==> src/rtl/score_scheduler_if.sv <==
// Score scheduler bus: event requests and clear from the game logic, grants and
// the committed BCD score back to the requesters and the display driver.
//   clear    : synchronous score clear (master -> slave)
//   req[3:0] : level request per requester (master -> slave)
//   ack[3:0] : one-hot, one-cycle grant pulse (slave -> master)
//   BCD      : committed score {thousands, hundreds, tens, ones} (slave -> master)
//   busy     : an add is in flight (slave -> master)
//   overflow : sticky saturation flag (slave -> master)
interface score_scheduler_if;
  logic        clear;
  logic [3:0]  req;
  logic [3:0]  ack;
  logic [15:0] BCD;
  logic        busy;
  logic        overflow;

  modport master (
    output clear,
    output req,
    input  ack,
    input  BCD,
    input  busy,
    input  overflow
  );

  modport slave (
    input  clear,
    input  req,
    output ack,
    output BCD,
    output busy,
    output overflow
  );
endinterface

==> src/rtl/score_scheduler.sv <==
// Round-robin score event arbiter with a digit-serial 4-digit BCD accumulator.
// Each granted event adds its requester's BCD point value one digit per clock;
// the result is committed in a single edge and saturates at 9999.
//   display_clk : sole clock, rising edge
//   RST         : asynchronous active-high reset
//   bus         : score_scheduler_if slave (clear, req in; ack, BCD, busy, overflow out)
module score_scheduler #(
  parameter logic [15:0] PTS0 = 16'h0010,
  parameter logic [15:0] PTS1 = 16'h0050,
  parameter logic [15:0] PTS2 = 16'h0200,
  parameter logic [15:0] PTS3 = 16'h0100
) (
  input  logic              display_clk,
  input  logic              RST,
  score_scheduler_if.slave  bus
);

  typedef enum logic [1:0] {StIdle, StAdd, StCommit} state_e;

  state_e      state_q, state_d;
  logic [1:0]  rr_q, rr_d;
  logic [1:0]  d_q, d_d;
  logic        carry_q, carry_d;
  logic [15:0] work_q, work_d;
  logic [15:0] addend_q, addend_d;
  logic [15:0] bcd_q, bcd_d;
  logic        ovf_q, ovf_d;
  logic [3:0]  ack_q, ack_d;

  logic        gnt_valid;
  logic [1:0]  gnt_idx;
  logic [1:0]  probe;
  logic [15:0] gnt_pts;
  logic [4:0]  digit_sum;
  logic [4:0]  digit_adj;

  // Round-robin search: walk offsets high to low so the lowest offset from rr wins.
  always_comb begin
    gnt_valid = 1'b0;
    gnt_idx   = rr_q;
    probe     = rr_q;
    for (int i = 3; i >= 0; i--) begin
      probe = rr_q + 2'(i);
      if (bus.req[probe]) begin
        gnt_valid = 1'b1;
        gnt_idx   = probe;
      end
    end
  end

  always_comb begin
    unique case (gnt_idx)
      2'd0:    gnt_pts = PTS0;
      2'd1:    gnt_pts = PTS1;
      2'd2:    gnt_pts = PTS2;
      default: gnt_pts = PTS3;
    endcase
  end

  // Current digit: 5-bit sum so a carry-in on 9+9 cannot wrap.
  always_comb begin
    digit_sum = {1'b0, work_q[{d_q, 2'b00} +: 4]} + {1'b0, addend_q[{d_q, 2'b00} +: 4]}
                + {4'b0000, carry_q};
    digit_adj = digit_sum - 5'd10;
  end

  always_comb begin
    state_d  = state_q;
    rr_d     = rr_q;
    d_d      = d_q;
    carry_d  = carry_q;
    work_d   = work_q;
    addend_d = addend_q;
    bcd_d    = bcd_q;
    ovf_d    = ovf_q;
    ack_d    = 4'b0000;

    unique case (state_q)
      StIdle: begin
        if (gnt_valid) begin
          ack_d    = 4'b0001 << gnt_idx;
          addend_d = gnt_pts;
          work_d   = bcd_q;
          d_d      = 2'd0;
          carry_d  = 1'b0;
          rr_d     = gnt_idx + 2'd1;
          state_d  = StAdd;
        end
      end
      StAdd: begin
        if (digit_sum > 5'd9) begin
          work_d[{d_q, 2'b00} +: 4] = digit_adj[3:0];
          carry_d = 1'b1;
        end else begin
          work_d[{d_q, 2'b00} +: 4] = digit_sum[3:0];
          carry_d = 1'b0;
        end
        d_d = d_q + 2'd1;
        if (d_q == 2'd3) begin
          state_d = StCommit;
        end
      end
      StCommit: begin
        // Carry out of the thousands digit means the true sum exceeded 9999.
        if (carry_q) begin
          bcd_d = 16'h9999;
          ovf_d = 1'b1;
        end else begin
          bcd_d = work_q;
        end
        state_d = StIdle;
      end
      default: state_d = StIdle;
    endcase

    // Clear wins over everything, discards any in-flight add and keeps rr.
    if (bus.clear) begin
      bcd_d   = 16'h0000;
      ovf_d   = 1'b0;
      ack_d   = 4'b0000;
      rr_d    = rr_q;
      state_d = StIdle;
    end
  end

  always_ff @(posedge display_clk or posedge RST) begin
    if (RST) begin
      state_q  <= StIdle;
      rr_q     <= 2'd0;
      d_q      <= 2'd0;
      carry_q  <= 1'b0;
      work_q   <= 16'h0000;
      addend_q <= 16'h0000;
      bcd_q    <= 16'h0000;
      ovf_q    <= 1'b0;
      ack_q    <= 4'b0000;
    end else begin
      state_q  <= state_d;
      rr_q     <= rr_d;
      d_q      <= d_d;
      carry_q  <= carry_d;
      work_q   <= work_d;
      addend_q <= addend_d;
      bcd_q    <= bcd_d;
      ovf_q    <= ovf_d;
      ack_q    <= ack_d;
    end
  end

  assign bus.ack      = ack_q;
  assign bus.BCD      = bcd_q;
  assign bus.busy     = (state_q != StIdle);
  assign bus.overflow = ovf_q;

endmodule

==> src/flat_wrapper.sv <==
// flat-port wrapper written by rule: the top's interface ports become plain ports
module score_scheduler_flat 
#(
  parameter logic [15:0] PTS0 = 16'h0010,
  parameter logic [15:0] PTS1 = 16'h0050,
  parameter logic [15:0] PTS2 = 16'h0200,
  parameter logic [15:0] PTS3 = 16'h0100
)
  (display_clk, RST, bus_clear, bus_req, bus_ack, bus_BCD, bus_busy, bus_overflow);
  score_scheduler_if bus_i ();
  input  logic display_clk;
  input  logic RST;
  input wire logic [$bits(bus_i.clear)-1:0] bus_clear;
  input wire logic [$bits(bus_i.req)-1:0] bus_req;
  output wire logic [$bits(bus_i.ack)-1:0] bus_ack;
  output wire logic [$bits(bus_i.BCD)-1:0] bus_BCD;
  output wire logic [$bits(bus_i.busy)-1:0] bus_busy;
  output wire logic [$bits(bus_i.overflow)-1:0] bus_overflow;
  assign bus_i.clear = bus_clear;
  assign bus_i.req = bus_req;
  assign bus_ack = bus_i.ack;
  assign bus_BCD = bus_i.BCD;
  assign bus_busy = bus_i.busy;
  assign bus_overflow = bus_i.overflow;
  score_scheduler #(.PTS0(PTS0), .PTS1(PTS1), .PTS2(PTS2), .PTS3(PTS3)) u_core (.display_clk(display_clk), .RST(RST), .bus(bus_i));
endmodule
==> config.mk <==
export PLATFORM = sky130hd
export DESIGN_NAME = score_scheduler_flat
export DESIGN_NICKNAME = d
export VERILOG_FILES = /design/src/rtl/score_scheduler_if.sv /design/src/rtl/score_scheduler.sv /design/src/flat_wrapper.sv
export SDC_FILE = /design/constraint.sdc
export NUM_CORES = 1
export LEC_CHECK = 0
export CAP_MARGIN = 20
export CORE_ASPECT_RATIO = 1.4
export CORE_MARGIN = 1.5
export CORE_UTILIZATION = 56
export DETAILED_ROUTE_END_ITERATION = 10
export GPL_TIMING_DRIVEN = 0
export PLACE_DENSITY = 0.79
export SLEW_MARGIN = 20
export SYNTH_ARGS = -nofsm -noshare
export SYNTH_HDL_FRONTEND = slang
export SYNTH_SLANG_ARGS = --single-unit
==> constraint.sdc <==
create_clock -name display_clk -period 4.8 [get_ports display_clk]
set_input_delay 0.96 -clock display_clk [delete_from_list [all_inputs] [get_ports display_clk]]
set_output_delay 0.96 -clock display_clk [all_outputs]
set_load 0.1 [all_outputs]
After elaboration in Yosys (flattened, before gate mapping). Index checks and enable logic that the tools add are counted. W data, S select, Z words.

Word-level logic and storage cells: 89. Bits of input ports: 7. Bits in registers: 60. Output and inout port bits: 22.

Shift-type cells: 6. $lt $le $gt $ge: 5. Multiplexer cells: 40. Reduce and logical (&&, ||, !) cells: 11. Eq/ne operators: 8. Add/subtract/negate cells: 9. Bitwise operators: 1.

Operators with widths (number): $mux W16 (5); $bwmux W16 (2); $pmux W16 S2 (1); $shiftx A16 B5 Y4 (2); $shiftx A4 B6 Y16 (2); $pmux W10 S3 (1); $mux W2 (8); $shift A4 B6 Y16 const A (1); $mux W1 (13); $lt A2 B3 Y1 const B (4); $mux W4 (3); $bmux W1 S2 (4); $pmux W2 S2 (2); $reduce_and A2 Y1 (4); $reduce_bool A2 Y1 (4); $add A2 B1 Y2 const B (3); $eq A2 B2 Y1 const B (3); $ne A3 B2 Y1 const B (2); $neg A4 Y6 (1); $add A4 B4 Y5 (1); $add A5 B1 Y5 (1); $gt A5 B4 Y1 const B (1); $add A2 B2 Y2 const B (2); $eq A2 B1 Y1 const B (2); other kinds (7) (8).

Logic depth before layout (Yosys ltp).
Depth after elaboration: 11. Gate-level depth with buffers: 12. Mapped depth without buffers: 12.

Worst setup path before layout. No wires, ideal clock.

Path kind: reg-to-reg. From: register u_core.carry_q. To: register u_core.work_q[10]. Arrival: 3.298 ns. Data required time: 4.709 ns. Stages on the path, launching flop included: 12. Slack: 1.412 ns. Buffers on the path: 1. Library setup time: 0.091 ns. Path through: dfrtp_1 clkbuf_1 clkinv_1 fa_1 fa_1 xor2_1 ha_1 a22o_2 a21boi_1 nor3_2 mux2_4 o221ai_1.

Cells in the longest elaborated chain, start to end: 6. Elaborated cells between the ends (all ways): 9. Those cells by class: 2 x add/sub; 1 x order compare; 2 x shift; 4 x mux.

Ends and longest elaborated chain: start, declared (line score_scheduler.sv:23) `logic carry_q, carry_d;`; start signal, assigned (line score_scheduler.sv:141) `carry_q <= carry_d;`; $add A5 B1 Y5 * (line score_scheduler.sv:63) `+ {4'b0000, carry_q};`; $sub A4 B4 Y4 (line score_scheduler.sv:64) `digit_adj = digit_sum - 5'd10;`; $shiftx A4 B6 Y16 (line score_scheduler.sv:92) `work_d[{d_q, 2'b00} +: 4] = digit_adj[3:0];`; $bwmux W16 (line score_scheduler.sv:92); $mux W16 * (line score_scheduler.sv:91) `if (digit_sum > 5'd9) begin`; $pmux W16 S2 * (line score_scheduler.sv:78) `unique case (state_q)`; end signal, assigned (line score_scheduler.sv:142) `work_q <= work_d;`; end, declared (line score_scheduler.sv:24) `logic [15:0] work_q, work_d;`.

Every way passes the cells marked *; elsewhere a longest branch is shown, timed or not. A chain may end at the register's enable or synchronous reset.

Final worst setup path.
From: register u_core.carry_q. To: register u_core.work_q[11].

The elaborated chain is that of the path after synthesis.

==> run metrics <==
Startpoint Class=flip-flop; Worst EP arrival=4.14 ns; Synth Net Count=317; Compound-Gate Fraction of Synth Area=0.164; Worst path slowest cell=a2111oi_2; cell area after layout=3140 sq um; Setup Buffers After CTS=0; Final Slew Violations=0; first-pass GRT wire length=11200 um; TritonCTS buffer count=5; CTS tree=yes; mux cell area share after synthesis=0.0433; # hold bufs at CTS=0; RSZ-0062 raised after global routing=false; largest net degree at the start of global routing=30; vias in the first global route=2351; Worst Reg-to-Reg Cells=11; CTS root buffer=clkbuf_8; clock tree sinks=48; main combinational cell family by area after synthesis=simple AND/OR/NAND/NOR gates; H-tree depth=2; DRT iter0 DRCs=133; initial antenna violation count=0; crit-path max cell delay=0.61 ns; clk slew on worst S/H paths=0.08 ns; post-cts sizing count=0; area grow syn2layout=16.6%; GRT overflow=0; Port Buffer Count=28; nets=353; register area share after synthesis=0.447; WP data required=4.97 ns; Synth Register Bits=48; min cycle time layout=3.97 ns; Crit Path Category=reg -> reg; synthesized area per cell=9.15 sq um; # diodes=0; Residual DRC=0; Initial Util=0.588; status=completed; clock latency on the worst-skew pair=0.30 ns; Main synth FF type=dfrtp_1; Max clock buf depth=2; final cycle utilization of the critical path=0.827; Worst Path Buf+Inv=2; Total Power=1.21 mW; Max Cap Violations=0; Post-Synth XOR/XNOR Area=0.00651; TritonRoute pass-1 iters=4; share of layout cells above drive strength 1=0.0701; total core area=4570 sq um; Layout fillers=401; post-DP HPWL=4850 um; final hold vios=0; dpl cells=385; CP endpoint kind=flip-flop; Post-Route WL=6460 um; Final setup viols=0; CP Cell Sequence=clkbuf_1 > clkinv_1 > fa_1 > fa_1 > xor2_1 > ha_1 > a22o_2 > a2111oi_2 > nor2_1 > a22oi_1 > a21oi_1; Worst Hold Depth=2; grt met2 use=0.459; total power divided by cell area=386 nW/um^2; slew margin rel.=0.347; final core occ=0.686; Worst Clk Skew=0.00876 ns; Fmax achieved=252 MHz; stages on the worst setup path=11; post-synthesis instance total=294; Final WS setup=0.829 ns; Most Used Layer, Global Route=met2; M3 GR Usage=0.0457; synthesized area=2690 sq um; Place WS=0.876 ns; Synth Area in Adders=0.0800; placed cell area=3070 sq um; WHS=0.482 ns; DR vias=2344; Top cell by count, worst path=fa_1; Max IR drop VDD=0.319 mV; worst min path class=reg -> reg; Leak=1.34 nW; num ports=29; fin cells=390; FFs w/ async S/R, synth=1.00; simple-gate area share of the yosys netlist=0.222; Cell Rows=29; die area=5230 sq um; Avg Vias per Cell=6.01; die span in x=61.6 um; Tot GR Track Use=0.284; routability cong.=0.979; WL per Instance=16.6 um; number of enable flip-flop cells after synthesis=0; DRT antenna net count=0; total negative slack=0 ns; Distinct cells, synth=42; met1 usage=0.375; Top delay family on crit path=adder cells; Die H=85.0 um; Least-Margin Pin Slew=0.977 ns; warnings from Yosys=0; CP max FO=10
==> power by group <==
part / switching [mW] / internal (mW)
clock network: 0.127 / 0.0942
registers: 0.0518 / 0.459
logic: 0.307 / 0.171
total: 0.485 / 0.724
==> placed cells by master, fill, tap and decap left out, types with 2 or more instances in the layout <==
cell / netlist / final
nor3_1: 19 / 19
xor2_1: 2 / 2
clkbuf_1: 9 / 9
nor2b_1: 3 / 3
o221ai_1: 4 / 4
and3_1: 2 / 2
and2_1: 4 / 4
o211ai_1: 2 / 2
a32oi_1: 4 / 4
a22oi_1: 5 / 5
a21oi_1: 23 / 23
fa_1: 2 / 2
clkdlybuf4s50_1: 0 / 28
nand2_1: 36 / 36
mux4_2: 4 / 4
nand3_1: 11 / 11
dfrtp_1: 48 / 48
nand2b_1: 2 / 2
ha_1: 14 / 14
o22ai_1: 8 / 8
o21a_1: 2 / 2
buf_2: 2 / 2
clkbuf_8: 0 / 5
nor3_2: 3 / 3
inv_1: 14 / 13
nor2_1: 42 / 42
o21ai_0: 10 / 10
o31ai_1: 3 / 3
==> worst min-delay path, stage by stage, from the launching register on <==
cell and delay, ns:
dfrtp_1 0.35, nand2_1 0.05, o31ai_1 0.05
==> path summary, 6_finish.rpt <==
kind / startpoint / endpoint / slack (ns)
worst min register to register: u_core.addend_q[4]$_DFFE_PP0P_ / u_core.addend_q[4]$_DFFE_PP0P_ / 0.48
min in group asynchronous: RST / u_core.bus.BCD[9]$_DFFE_PP0P_ / 0.99
worst max-delay path: u_core.carry_q$_DFFE_PP0P_ / u_core.work_q[11]$_DFFE_PP0P_ / 0.83
worst min-delay path: u_core.addend_q[4]$_DFFE_PP0P_ / u_core.addend_q[4]$_DFFE_PP0P_ / 0.48
max in group asynchronous: RST / u_core.work_q[8]$_DFFE_PP0P_ / 3.30
worst max register to register: u_core.carry_q$_DFFE_PP0P_ / u_core.work_q[11]$_DFFE_PP0P_ / 0.83
==> state kept, by name (all words and copies together) (netlist names) <==
register,count
u_core.bus.BCD,16
u_core.work_q,16
u_core.addend_q,4
u_core.bus.ack,4
u_core.d_q,2
u_core.rr_q,2
u_core.state_q,2
u_core.bus.overflow,1
u_core.carry_q,1
==> cell usage after synthesis, types with 2 or more instances <==
master	instances	area (sq um)
nand2_1	36	135
a22oi_1	5	37.5
clkbuf_1	9	33.8
fa_1	2	40.0
nand2b_1	2	12.5
nor3_1	19	95.1
nor3_2	3	30.0
o22ai_1	8	50.1
nand3_1	11	55.1
dfrtp_1	48	1200
o31ai_1	3	22.5
o21ai_0	10	50.1
o221ai_1	4	35.0
nor2b_1	3	18.8
and2_1	4	25.0
mux4_2	4	90.1
ha_1	14	175
buf_2	2	10.0
a21oi_1	23	115
xor2_1	2	17.5
a32oi_1	4	35.0
nor2_1	42	158
o211ai_1	2	15.0
inv_1	14	52.6
and3_1	2	12.5
o21a_1	2	15.0
==> layout make-up <==
cell class	count	area, sq um	area share
plain buffers	11	43.8	0.0140
well taps	62	77.6	0.0247
clock buffers	5	68.8	0.0219
flip-flops and latches	48	1200	0.383
inverters	15	56.3	0.0180
multi-input cells	220	1390	0.443
repair buffers	29	300	0.0958
==> cell families after synthesis <==
family,after synthesis
AOI/OAI and AO/OA,68
xor gates and xnor gates,2
adders and majority gates,16
buffers and inverters,26
DFF,48
muxes,6
and+or+nand+nor,128
==> layer usage <==
layer  wire length [um]  part of all wire  vias up
met2               3320              0.51       78
li1                   -                 -     1108
met3                365             0.057       14
met4                174             0.027        0
met5                  0                 0        -
met1               2600              0.40     1144
(Power assumes the default switching activity.)
